`src/rtl/instr_encoder_pkg.sv`:
```
// ============================================================================
// Module   : instr_encoder_pkg
// Brief    : Mnemonic enum, MIPS opcode/funct constants and error codes
// Revision : 1.0 - initial release
// ============================================================================
`default_nettype none

package instr_encoder_pkg;

    typedef enum logic [4:0] {
        MN_ADDU = 5'd0,  MN_SUBU = 5'd1,  MN_SLT  = 5'd2,  MN_SLTU = 5'd3,
        MN_SLLV = 5'd4,  MN_SLL  = 5'd5,  MN_JR   = 5'd6,  MN_ORI  = 5'd7,
        MN_LUI  = 5'd8,  MN_LW   = 5'd9,  MN_SW   = 5'd10, MN_LB   = 5'd11,
        MN_SB   = 5'd12, MN_LH   = 5'd13, MN_SH   = 5'd14, MN_BEQ  = 5'd15,
        MN_J    = 5'd16, MN_JAL  = 5'd17, MN_LHSO = 5'd18
    } mnem_e;

    typedef enum logic [1:0] {
        ST_IDLE  = 2'd0,
        ST_WRITE = 2'd1,
        ST_DONE  = 2'd2,
        ST_ERR   = 2'd3
    } state_e;

    localparam logic [5:0] c_OP_RTYPE = 6'h00;
    localparam logic [5:0] c_OP_ORI   = 6'h0D;
    localparam logic [5:0] c_OP_LUI   = 6'h0F;
    localparam logic [5:0] c_OP_LW    = 6'h23;
    localparam logic [5:0] c_OP_SW    = 6'h2B;
    localparam logic [5:0] c_OP_LB    = 6'h20;
    localparam logic [5:0] c_OP_SB    = 6'h28;
    localparam logic [5:0] c_OP_LH    = 6'h21;
    localparam logic [5:0] c_OP_SH    = 6'h29;
    localparam logic [5:0] c_OP_BEQ   = 6'h04;
    localparam logic [5:0] c_OP_LHSO  = 6'h27;
    localparam logic [5:0] c_OP_J     = 6'h02;
    localparam logic [5:0] c_OP_JAL   = 6'h03;

    localparam logic [5:0] c_FN_ADDU  = 6'h21;
    localparam logic [5:0] c_FN_SUBU  = 6'h23;
    localparam logic [5:0] c_FN_SLT   = 6'h2A;
    localparam logic [5:0] c_FN_SLTU  = 6'h2B;
    localparam logic [5:0] c_FN_SLLV  = 6'h04;
    localparam logic [5:0] c_FN_SLL   = 6'h00;
    localparam logic [5:0] c_FN_JR    = 6'h08;

    localparam logic [1:0] c_ERR_NONE     = 2'd0;
    localparam logic [1:0] c_ERR_ILLEGAL  = 2'd1;
    localparam logic [1:0] c_ERR_OVERFLOW = 2'd2;

    function automatic logic [31:0] f_rtype(input logic [4:0] rs, input logic [4:0] rt,
                                            input logic [4:0] rd, input logic [4:0] shamt,
                                            input logic [5:0] funct);
        return {c_OP_RTYPE, rs, rt, rd, shamt, funct};
    endfunction

    function automatic logic [31:0] f_itype(input logic [5:0] op, input logic [4:0] rs,
                                            input logic [4:0] rt, input logic [15:0] imm);
        return {op, rs, rt, imm};
    endfunction

endpackage

`default_nettype wire

```
`src/rtl/instr_encoder_if.sv`:
```
// ============================================================================
// Module   : instr_encoder_if
// Brief    : Instruction input stream plus acknowledged IM write port
// Revision : 1.0 - initial release
// ============================================================================
`default_nettype none

interface instr_encoder_if;
    logic        in_valid;
    logic        in_ready;
    logic [4:0]  in_mnem;
    logic [4:0]  in_rs;
    logic [4:0]  in_rt;
    logic [4:0]  in_rd;
    logic [4:0]  in_shamt;
    logic [15:0] in_imm;
    logic [25:0] in_target;
    logic        in_last;
    logic        im_we;
    logic [31:0] im_addr;
    logic [31:0] im_wdata;
    logic        im_ack;

    // Master is the host/IM side, slave is the encoder.
    modport master (
        output in_valid, in_mnem, in_rs, in_rt, in_rd, in_shamt, in_imm, in_target, in_last,
        output im_ack,
        input  in_ready, im_we, im_addr, im_wdata
    );

    modport slave (
        input  in_valid, in_mnem, in_rs, in_rt, in_rd, in_shamt, in_imm, in_target, in_last,
        input  im_ack,
        output in_ready, im_we, im_addr, im_wdata
    );
endinterface

`default_nettype wire

```
`src/rtl/instr_pack.sv`:
```
// ============================================================================
// Module   : instr_pack
// Brief    : Combinational mnemonic + fields to 32-bit MIPS word packer
// Revision : 1.0 - initial release
// ============================================================================
`default_nettype none

module instr_pack
    import instr_encoder_pkg::*;
(
    input  wire logic [4:0]  mnem,
    input  wire logic [4:0]  rs,
    input  wire logic [4:0]  rt,
    input  wire logic [4:0]  rd,
    input  wire logic [4:0]  shamt,
    input  wire logic [15:0] imm,
    input  wire logic [25:0] target,
    output logic      [31:0] word,
    output logic             illegal
);

    // Fields a format does not use are tied to zero, not passed through.
    always_comb begin
        word    = '0;
        illegal = 1'b0;
        case (mnem)
            MN_ADDU: word = f_rtype(rs, rt, rd, 5'd0, c_FN_ADDU);
            MN_SUBU: word = f_rtype(rs, rt, rd, 5'd0, c_FN_SUBU);
            MN_SLT:  word = f_rtype(rs, rt, rd, 5'd0, c_FN_SLT);
            MN_SLTU: word = f_rtype(rs, rt, rd, 5'd0, c_FN_SLTU);
            MN_SLLV: word = f_rtype(rs, rt, rd, 5'd0, c_FN_SLLV);
            MN_SLL:  word = f_rtype(5'd0, rt, rd, shamt, c_FN_SLL);
            MN_JR:   word = f_rtype(rs, 5'd0, 5'd0, 5'd0, c_FN_JR);
            MN_ORI:  word = f_itype(c_OP_ORI, rs, rt, imm);
            MN_LUI:  word = f_itype(c_OP_LUI, 5'd0, rt, imm);
            MN_LW:   word = f_itype(c_OP_LW, rs, rt, imm);
            MN_SW:   word = f_itype(c_OP_SW, rs, rt, imm);
            MN_LB:   word = f_itype(c_OP_LB, rs, rt, imm);
            MN_SB:   word = f_itype(c_OP_SB, rs, rt, imm);
            MN_LH:   word = f_itype(c_OP_LH, rs, rt, imm);
            MN_SH:   word = f_itype(c_OP_SH, rs, rt, imm);
            MN_BEQ:  word = f_itype(c_OP_BEQ, rs, rt, imm);
            MN_LHSO: word = f_itype(c_OP_LHSO, rs, rt, imm);
            MN_J:    word = {c_OP_J, target};
            MN_JAL:  word = {c_OP_JAL, target};
            default: illegal = 1'b1;
        endcase
    end

endmodule

`default_nettype wire

```
`src/rtl/instr_encoder.sv`:
```
// ============================================================================
// Module   : instr_encoder
// Brief    : Packs symbolic instructions and writes them to consecutive IM words
// Revision : 1.0 - initial release
// ============================================================================
`default_nettype none

module instr_encoder
    import instr_encoder_pkg::*;
#(
    parameter int          IM_AW     = 12,
    parameter logic [31:0] BASE_ADDR = 32'h0000_3000
) (
    input  wire logic           clk,
    input  wire logic           reset_n,
    input  wire logic           start,
    instr_encoder_if.slave      bus,
    output logic                busy,
    output logic                done,
    output logic [1:0]          err_code,
    output logic [IM_AW:0]      count
);

    localparam logic [IM_AW:0] c_CAPACITY = {1'b1, {IM_AW{1'b0}}};
    localparam logic [IM_AW:0] c_ONE      = {{IM_AW{1'b0}}, 1'b1};

    state_e          r_state, w_state_nx;
    logic [IM_AW:0]  r_count, w_count_nx;
    logic [1:0]      r_err,   w_err_nx;
    logic [31:0]     r_wdata, w_wdata_nx;
    logic            r_last,  w_last_nx;
    logic [31:0]     w_word;
    logic            w_illegal;
    logic            w_accept;

    instr_pack u_pack (
        .mnem    (bus.in_mnem),
        .rs      (bus.in_rs),
        .rt      (bus.in_rt),
        .rd      (bus.in_rd),
        .shamt   (bus.in_shamt),
        .imm     (bus.in_imm),
        .target  (bus.in_target),
        .word    (w_word),
        .illegal (w_illegal)
    );

    always_ff @(posedge clk or negedge reset_n) begin
        if (!reset_n) begin
            r_state <= ST_IDLE;
            r_count <= '0;
            r_err   <= c_ERR_NONE;
            r_wdata <= '0;
            r_last  <= 1'b0;
        end else begin
            r_state <= w_state_nx;
            r_count <= w_count_nx;
            r_err   <= w_err_nx;
            r_wdata <= w_wdata_nx;
            r_last  <= w_last_nx;
        end
    end

    always_comb begin
        w_state_nx = r_state;
        w_count_nx = r_count;
        w_err_nx   = r_err;
        w_wdata_nx = r_wdata;
        w_last_nx  = r_last;
        w_accept   = bus.in_valid && (r_state == ST_IDLE);
        case (r_state)
            ST_IDLE: begin
                if (start) begin
                    w_count_nx = '0;
                    w_err_nx   = c_ERR_NONE;
                end
                if (w_accept) begin
                    if (w_illegal) begin
                        w_err_nx   = c_ERR_ILLEGAL;
                        w_state_nx = ST_ERR;
                    end else begin
                        w_wdata_nx = w_word;
                        w_last_nx  = bus.in_last;
                        w_state_nx = ST_WRITE;
                    end
                end
            end
            // start is deliberately not looked at while a write is outstanding.
            ST_WRITE: begin
                if (bus.im_ack) begin
                    w_count_nx = r_count + c_ONE;
                    if (r_last) begin
                        w_state_nx = ST_DONE;
                    end else if (w_count_nx == c_CAPACITY) begin
                        w_err_nx   = c_ERR_OVERFLOW;
                        w_state_nx = ST_ERR;
                    end else begin
                        w_state_nx = ST_IDLE;
                    end
                end
            end
            default: begin
                if (start) begin
                    w_count_nx = '0;
                    w_err_nx   = c_ERR_NONE;
                    w_state_nx = ST_IDLE;
                end
            end
        endcase
    end

    // im_we is decoded from state so an async reset drops it immediately.
    assign bus.in_ready = (r_state == ST_IDLE);
    assign bus.im_we    = (r_state == ST_WRITE);
    assign bus.im_wdata = r_wdata;
    assign bus.im_addr  = BASE_ADDR + {{(29 - IM_AW){1'b0}}, r_count, 2'b00};
    assign busy         = (r_state == ST_WRITE);
    assign done         = (r_state == ST_DONE);
    assign err_code     = r_err;
    assign count        = r_count;

endmodule

`default_nettype wire

```
`src/flat_wrapper.sv`:
```
// flat-port wrapper written by rule: the top's interface ports become plain ports
module instr_encoder_flat import instr_encoder_pkg::*;
#(
    parameter int          IM_AW     = 12,
    parameter logic [31:0] BASE_ADDR = 32'h0000_3000
)
  (clk, reset_n, start, busy, done, err_code, count, bus_in_valid, bus_in_mnem, bus_in_rs, bus_in_rt, bus_in_rd, bus_in_shamt, bus_in_imm, bus_in_target, bus_in_last, bus_im_ack, bus_in_ready, bus_im_we, bus_im_addr, bus_im_wdata);
  instr_encoder_if bus_i ();
  input  wire logic clk;
  input  wire logic reset_n;
  input  wire logic start;
  output logic busy;
  output logic done;
  output logic [1:0] err_code;
  output logic [IM_AW:0] count;
  input wire logic [$bits(bus_i.in_valid)-1:0] bus_in_valid;
  input wire logic [$bits(bus_i.in_mnem)-1:0] bus_in_mnem;
  input wire logic [$bits(bus_i.in_rs)-1:0] bus_in_rs;
  input wire logic [$bits(bus_i.in_rt)-1:0] bus_in_rt;
  input wire logic [$bits(bus_i.in_rd)-1:0] bus_in_rd;
  input wire logic [$bits(bus_i.in_shamt)-1:0] bus_in_shamt;
  input wire logic [$bits(bus_i.in_imm)-1:0] bus_in_imm;
  input wire logic [$bits(bus_i.in_target)-1:0] bus_in_target;
  input wire logic [$bits(bus_i.in_last)-1:0] bus_in_last;
  input wire logic [$bits(bus_i.im_ack)-1:0] bus_im_ack;
  output wire logic [$bits(bus_i.in_ready)-1:0] bus_in_ready;
  output wire logic [$bits(bus_i.im_we)-1:0] bus_im_we;
  output wire logic [$bits(bus_i.im_addr)-1:0] bus_im_addr;
  output wire logic [$bits(bus_i.im_wdata)-1:0] bus_im_wdata;
  assign bus_i.in_valid = bus_in_valid;
  assign bus_i.in_mnem = bus_in_mnem;
  assign bus_i.in_rs = bus_in_rs;
  assign bus_i.in_rt = bus_in_rt;
  assign bus_i.in_rd = bus_in_rd;
  assign bus_i.in_shamt = bus_in_shamt;
  assign bus_i.in_imm = bus_in_imm;
  assign bus_i.in_target = bus_in_target;
  assign bus_i.in_last = bus_in_last;
  assign bus_i.im_ack = bus_im_ack;
  assign bus_in_ready = bus_i.in_ready;
  assign bus_im_we = bus_i.im_we;
  assign bus_im_addr = bus_i.im_addr;
  assign bus_im_wdata = bus_i.im_wdata;
  instr_encoder #(.IM_AW(IM_AW), .BASE_ADDR(BASE_ADDR)) u_core (.clk(clk), .reset_n(reset_n), .start(start), .bus(bus_i), .busy(busy), .done(done), .err_code(err_code), .count(count));
endmodule
```
`config.mk`:
```
export PLATFORM = sky130hd
export DESIGN_NAME = instr_encoder_flat
export DESIGN_NICKNAME = d
export VERILOG_FILES = /design/src/rtl/instr_encoder_pkg.sv /design/src/rtl/instr_encoder_if.sv /design/src/rtl/instr_pack.sv /design/src/rtl/instr_encoder.sv /design/src/flat_wrapper.sv
export SDC_FILE = /design/constraint.sdc
export NUM_CORES = 1
export LEC_CHECK = 0
export ABC_CLOCK_PERIOD_IN_PS = 2000
export CAP_MARGIN = 20
export CORE_MARGIN = 10
export CORE_UTILIZATION = 38
export DETAILED_ROUTE_END_ITERATION = 10
export PLACE_DENSITY = 0.77
export SLEW_MARGIN = 20
export SYNTH_ARGS = -nofsm -noshare
export SYNTH_HDL_FRONTEND = slang
export SYNTH_HIERARCHICAL = 1
export SYNTH_SLANG_ARGS = --single-unit
```
`constraint.sdc`:
```
create_clock -name clk -period 2 [get_ports clk]
set_input_delay 0.4 -clock clk [delete_from_list [all_inputs] [get_ports clk]]
set_output_delay 0.4 -clock clk [all_outputs]
set_load 0.1 [all_outputs]
```
* After elaboration in Yosys (flattened, before gate mapping) *
Cells that the tools add are included.

cells by class
  eq/ne operators = 25
  bitwise logic cells = 0
  $lt $le $gt $ge = 0
  reductions and logical operators = 10
  multipliers = 0
  $add $sub $neg = 2
  shift operators = 0
  div/mod/pow operators = 0
  multiplexer cells = 18

operators by type and width
  operator                  count
  $pmux W32 S19             1
  $eq A5 B4 Y1 const B      8
  $mux W13                  3
  $mux W2                   12
  $eq A5 B3 Y1 const B      4
  $reduce_or A19 Y1         1
  $add A14 B15 Y16 const A  1
  $eq A5 B5 Y1 const B      3
  $add A13 B1 Y13 const B   1
  $eq A13 B13 Y1 const B    1
  $eq A5 B2 Y1 const B      2
  $reduce_and A3 Y1         3
  $pmux W2 S2               2
  $eq A5 B1 Y1 const B      1
  $logic_not A5 Y1          1
  $ne A2 B1 Y1 const B      2
  $ne A2 B2 Y1 const B      2
  $reduce_bool A3 Y1        1
  $eq A2 B1 Y1 const B      1
  $eq A2 B2 Y1 const B      1
  $logic_not A2 Y1          1
  $reduce_and A2 Y1         1
  $reduce_bool A2 Y1        1
  $logic_and A1 B1 Y1       1

storage, ports and cells
  bits in latches = 0
  bits in writable memories = 0
  bits of input ports = 73
  register bits = 50
  output and inout port bits = 83
  memories = 0
  bits in read-only memories = 0

* Depth between registers and ports, before layout *
  word-level depth = 6
  mapped depth = 9
  gate-level depth less buffers = 7

* Hierarchy *
The synthesis kept the hierarchy.

by module, submodules not included
  module         sequential area each (um^2)  area an instance (um^2)  times used  cells each
  instr_encoder  1251.2                       2660.1                   1           251
  instr_pack     0.0                          799.5                    1           106

* Worst setup path before layout *
No wires, ideal clock.

  kind = reg2out
  start point = reg u_core.r_count[10], in the netlist u_core/count[10]
  end point = out bus_im_addr[14]
  setup slack = -2.042 ns
  stages on the path, launching flop included = 5
  arrival time = 3.642 ns
  cells stage by stage = dfrtp_1 > clkbuf_1 > inv_1 > ha_1 > xnor2_1

on the way
  longest elaborated chain between the ends = 1

RTL lines
  element                 RTL line              text
  from (decl)             instr_encoder.sv:28   logic [IM_AW:0] r_count, w_count_nx;
  from (signal assigned)  instr_encoder.sv:57   r_count <= w_count_nx;
  $add A14 B15 Y16        instr_encoder.sv:116  assign bus.im_addr = BASE_ADDR + {{(29 - IM_AW){1'b0}}, r_count, 2'b00};
  to (decl)               flat_wrapper.sv:28    output wire logic [$bits(bus_i.im_addr)-1:0] bus_im_addr;

No other way between the ends.

* Final worst setup path *
  start point = reg u_core.r_count[1], in the netlist u_core/count[1]
  end point = reg u_core.r_err[1], in the netlist u_core/err_code[1]

on the way
  longest elaborated chain between the ends = 4

RTL lines
  element                      RTL line             text
  $add A13 B1 Y13              instr_encoder.sv:91  w_count_nx = r_count + c_ONE;
  $eq A13 B13 Y1               instr_encoder.sv:94  end else if (w_count_nx == c_CAPACITY) begin
  $ne A2 B1 Y1 (no line)       -
  $reduce_and A3 Y1 (no line)  -
  to (signal assigned)         instr_encoder.sv:52  r_err <= c_ERR_NONE;
  to (signal assigned)         instr_encoder.sv:58  r_err <= w_err_nx;
  to (decl)                    instr_encoder.sv:29  logic [1:0] r_err, w_err_nx;

No other way between the ends.
A chain may end at the register's enable or synchronous reset.

==> impl_metrics.py <==
metrics = {
    "synthesis": {
        "synth_cell_types": 60,
        "ys_seq_elements": 50,
        "async_reset_ff_frac": 1.000,
        "yosysSeqAreaShare": 0.3617,
        "synth_area_um2": 3460,
        "syn_inst": 357,
        "avgSynthCellArea_um2": 9.691,
        "synth_ff_type": "dfrtp_1",
        "synth_edf_count": 0,
        "ys.warnings.count": 6,
    },
    "sta": {
        "max_slew_margin": 0.5909,
        "tightest_slew_ns": 0.6137,
        "finalHoldViolCount": 0,
        "fin_worst_skew_ns": 0.008507,
        "slew_violations": 0,
        "min_period_ns": 2.011,
        "fin_crit_sh": 1.006,
        "setup_violations": 2,
        "whs_ns": 0.001738,
        "clock.fmax_mhz": 497.2,
        "setup_ws_ns": -0.01137,
        "grt_setup_unrepaired": "true",
    },
    "placement": {
        "io_buffers": 137,
        "place_congestion": 0.9003,
        "place_hpwl_um": 9192,
    },
    "routing": {
        "drtIter0Drc": 114,
        "wire_per_inst_um": 18.02,
        "vias_per_cell": 5.247,
        "drt.antenna.violating_nets": 0,
        "vias": 3295,
        "drc": 0,
        "drt-total-wl_um": 11320,
        "first_pass_iters": 6,
    },
    "finish": {
        "drive_above_1_share": 0.3391,
        "fin_nets": 595,
        "syn2layout_area_growth_pct": 59.75,
    },
    "floorplanning": {
        "dieArea_um2": 13320,
        "die-height_um": 115.4,
        "num_io_pins": 156,
        "rows": 34,
        "start_util": 0.3929,
        "die-width_um": 115.4,
        "core-area_um2": 8806,
    },
    "clock_network": {
        "clock_latency_ns": 0.31,
        "cts_tree": "yes",
        "postCtsHoldBufs": 0,
        "cts_sinks": 50,
        "clockBufferDepth": 2,
        "numCtsBuffers": 5,
        "clockRootBuffer": "clkbuf_8",
        "cts.clk_slew.worst_paths_ns": 0.10,
        "cts.htree.levels": 2,
    },
    "run": {
        "drv_cap": 0,
    },
    "global_routing": {
        "antenna_found_initial": 1,
        "grt_max_degree": 24,
        "gr-usage-all-layers": 0.1637,
        "grt_pass1_wl_um": 17570,
        "grt_pass1_vias": 3377,
        "globalRouteOverflowTotal": 0,
    },
    "power": {
        "power_leakage_nw": 2.474,
        "power_mw": 7.366,
        "p_per_area_nw_per_um2": 1333,
        "peakVddDrop_mv": 0.9658,
    },
    "worst_setup_path": {
        "crit_type": "reg2reg",
        "crit_path_start_kind": "register",
        "critical_path.max_fanout": 8,
        "cp_data_required_time_ns": 2.25,
        "endpoint_kind": "register",
        "worst_ep_arrival_time_ns": 2.27,
    },
    "outcome": {
        "violations": "setup timing",
        "status": "finished with violations",
    },
    "hold_path": {
        "hold_path.class": "in2async",
    },
}
-- synthesized netlist by cell type (2+ instances only) --
cell type,n,area share
a211oi_1,4,0.0087
a21oi_1,9,0.013
a221o_1,5,0.014
a22o_1,14,0.035
a22oi_1,6,0.013
a311o_1,2,0.0058
a31oi_1,5,0.0090
a32oi_1,2,0.0051
and2_1,8,0.014
and3_1,3,0.0054
and4_1,3,0.0076
buf_2,15,0.022
buf_4,34,0.074
buf_6,5,0.016
clkbuf_1,4,0.0043
conb_1,2,0.0022
dfrtp_1,50,0.36
ha_1,4,0.014
inv_1,16,0.017
mux2_1,28,0.091
mux2_2,4,0.013
nand2_1,18,0.020
nand2b_1,2,0.0036
nand3_1,9,0.013
nand4_1,9,0.016
nor2_1,15,0.016
nor2b_1,5,0.0090
nor3_1,2,0.0029
nor3b_2,2,0.0072
nor4b_4,3,0.021
o21a_1,2,0.0043
o21ai_0,17,0.025
o21ai_1,17,0.025
o22ai_1,3,0.0054
o31ai_1,2,0.0043
xnor2_1,2,0.0051
xor2_1,3,0.0076
-- area by class of cell --
cell class              count  area [um^2]
flip-flops and latches     50         1285
diodes                      1        2.502
clock buffers               6        72.57
well taps                 108        135.1
fillers                   686         3279
multi-input cells         249         1889
repair buffers            195         2033
inverters                  17        71.32
clock inverters             2        37.54
-- per-stage QoR --
stage                     area [um^2]    util  worst slack [ns]  instances  setup TNS [ns]
after floorplan                  3660       -           -0.6455        374          -1.809
after global placement           5345  0.6070           -0.3016        615          -8.396
after detailed placement         5345  0.6070           -0.3536        615          -10.44
after CTS                        5504  0.6250           0.01043        627               0
after global routing             5527  0.6276           -0.1288        628         -0.3249
final                            5527  0.6276          -0.01137        628        -0.01306
-- sequential cells by signal, summed over array words and instances (netlist names) --
| register | cells |
|---|---|
| u_core/r_last | 1 |
| u_core/count | 13 |
| u_core/bus.im_wdata | 32 |
| u_core/err_code | 2 |
| u_core/r_state | 2 |
-- where the power goes --
| group | internal [mW] | total (mW) | switching [mW] |
|---|---|---|---|
| Combinational | 1.30 | 5.06 | 3.76 |
| Clock | 0.374 | 0.726 | 0.352 |
| Sequential | 1.36 | 1.58 | 0.213 |
| Total | 3.04 | 7.37 | 4.33 |
-- per-layer routing --
metal,up-vias,routed length (um),track usage,share of wire
li1,1565,-,-,-
met1,1582,4435,0.1881,0.39
met2,135,5856,0.2899,0.52
met3,13,827,0.04393,0.073
met4,0,197,0.05152,0.017
met5,-,0,0,0
-- kinds of logic after synthesis --
family	count (synthesis)	synth area share
adders and majority gates	4	0.01447
DFF	50	0.3617
xor gates and xnor gates	5	0.01266
and+or+nand+nor	87	0.1580
AOI/OAI and AO/OA	101	0.2094
other	2	0.002171
buffers and inverters	75	0.1345
muxes	33	0.1071
-- path summary, 6_finish.rpt --
| kind | startpoint | endpoint | slack, ns | depth (start not counted) |
|---|---|---|---|---|
| hold reg to reg | u_core/bus.im_wdata[0] | u_core/bus.im_wdata[0] | 0.50 | 1 |
| setup / recovery | u_core/count[1] | u_core/err_code[1] | -0.01 | 7 |
| hold / removal | reset_n | u_core/r_state[0] | 0.002 | 1 |
| max in group asynchronous | reset_n | u_core/bus.im_wdata[21] | 1.37 | 2 |
| min in group clk | u_core/bus.im_wdata[0] | u_core/bus.im_wdata[0] | 0.50 | 1 |
| setup reg to reg | u_core/count[1] | u_core/err_code[1] | -0.01 | 7 |
-- cells in the final DEF, fill, tap and decap left out, types with 3 or more instances in the layout --
master	count
a211oi_1	4
clkbuf_8	5
buf_4	91
nand4_1	9
o21ai_1	17
a31oi_1	5
dfrtp_2	6
nor2b_1	5
inv_1	14
o21ai_0	17
a221o_1	5
and2_1	8
conb_1	19
nand3_1	8
dfrtp_1	37
buf_12	31
dfrtp_4	7
nor2_1	12
mux2_1	28
mux2_2	4
and3_1	3
a22o_1	14
nand2_1	18
o22ai_1	3
a21oi_1	8
clkinvlp_4	3
clkdlybuf4s50_1	70
a22oi_1	6
nor4b_4	3
xor2_1	3
-- critical path, cell delays in order, from the launching register on --
cell and delay (ns):
dfrtp_4 0.52, ha_4 0.21, and4_4 0.17, a311o_1 0.31, o21ai_1 0.10, nor4b_4 0.28
and4_1 0.27, nand2b_1 0.11
-- repair_timing --
action	CTS	global route
pin swaps	4	1
gates resized for setup	3	6
buffers inserted	4	0
endpoints found under the setup margin	22	16
gates cloned	0	0
Note: power is estimated with default switching activity, not from simulation.
==> RTL change (config.mk and constraints unchanged) <==
Re-encode `state_e` (4 states) as one-hot, 4 bits wide.
--- a/src/rtl/instr_encoder_pkg.sv
+++ b/src/rtl/instr_encoder_pkg.sv
@@ -16,9 +16,9 @@
     } mnem_e;
 
-    typedef enum logic [1:0] {
-        ST_IDLE  = 2'd0,
-        ST_WRITE = 2'd1,
-        ST_DONE  = 2'd2,
-        ST_ERR   = 2'd3
+    typedef enum logic [3:0] {
+        ST_IDLE  = 4'b0001,
+        ST_WRITE = 4'b0010,
+        ST_DONE  = 4'b0100,
+        ST_ERR   = 4'b1000
     } state_e;
 
Formal check against the unedited RTL: same outputs for any inputs over 4 cycles, from zero or initial values and one cycle with reset_n low; so few cycles prove little.
==> RTL change against the unedited design <==
Cell area up 2.5%; area after synthesis grew 0.72%; clock skew down 0.54 ps; non-clock buffer count increased by 8; via count shrank 0.64%; worst setup slack better by 24 ps; sequential cell count rose by 2; die area rose by 0.60%; total power shrank 13%; routed wire length down 6.0%.
==> RTL change: results (changes against the unedited design) <==
Setup WS pre-CTS -305 ps (was -354 ps); Post-CTS Setup Bufs 1 (was 4); register area share after synthesis 0.374 (was 0.362); DP Area 5480 um^2 (was 5350 um^2); clock skew 7.97 ps (was 8.51 ps); Post-synth top cells dfrtp_1, buf_4, o21ai_0, mux2_1, nand2_1 (was dfrtp_1, buf_4, mux2_1, nand2_1); total area of sequential cells 1310 um^2 (was 1280 um^2); CP Data Arrival Time 2190 ps (was 2270 ps); Logic pwr share 0.649 (was 0.687); clk tree area frac 0.0170 (was 0.0199); routed via count 3274 (was 3295); P_leak 2.71 nW (was 2.47 nW); post-cts sizing count 1 (was 3); DP HPWL 8830 um (was 9190 um); number of nets in the layout 600 (was 595); Min Hold Slack 118 ps (was 1.74 ps); vias in the first global route 3474 (was 3377); ANT cells 2 (was 1); worst r2r dst u_core/err_code[0]$_DFFE_PN0P_ (was u_core/err_code[1]$_DFFE_PN0P_); Total Routing Usage GR 0.156 (was 0.164); worst vdd ir 1.20 mV (was 0.966 mV); initial antenna violation count 2 (was 1); initial DRC count 99 (was 114); XOR/XNOR Fraction of Synth Area 0.0101 (was 0.0127); Synth Area in Compound Gates 0.192 (was 0.209); Switching Share 0.556 (was 0.588); post-synthesis mux area share 0.115 (was 0.107); first-pass GRT wire length 17100 um (was 17600 um); comb_multi_in 245 (was 249); Avg WL per Cell 16.8 um (was 18.0 um); top post-synthesis cells by area dfrtp_1, mux2_1, buf_4, o21ai_0, a22o_1 (was dfrtp_1, mux2_1, buf_4, a22o_1, o21ai_0); library cells used by synthesis 62 (was 60); reg2reg setup slack 10 ps (was -10 ps); Non-Clock Buffer Count 203 (was 195); crit path max fanout 5 (was 8); status completed (was finished with violations)
-- RTL change: how the worst max path moves through the flow --
stage	endpoint	from	cells past startpoint	slack [ps]
finish	u_core/err_code[0]$_DFFE_PN0P_	u_core/count[10]$_DFFE_PN0P_	6	10
global route	u_core/err_code[0]$_DFFE_PN0P_	u_core/count[4]$_DFFE_PN0P_	6	-60
global placement	u_core/bus.im_wdata[25]$_DFFE_PN0P_	bus_in_mnem[1]	8	-290
CTS	u_core/err_code[0]$_DFFE_PN0P_	u_core/count[4]$_DFFE_PN0P_	6	20
detailed placement	u_core/bus.im_wdata[25]$_DFFE_PN0P_	bus_in_mnem[1]	8	-310
floorplan	u_core/count[5]$_DFFE_PN0P_	u_core/r_state[2]$_DFFE_PN0P_	7	-890
-- RTL change: per-layer routing --
layer	global-route usage	wire [um]
met5	0	0
met4	0.0392	170
met3	0.0703	1110
met2	0.272	5260
met1	0.169	4100
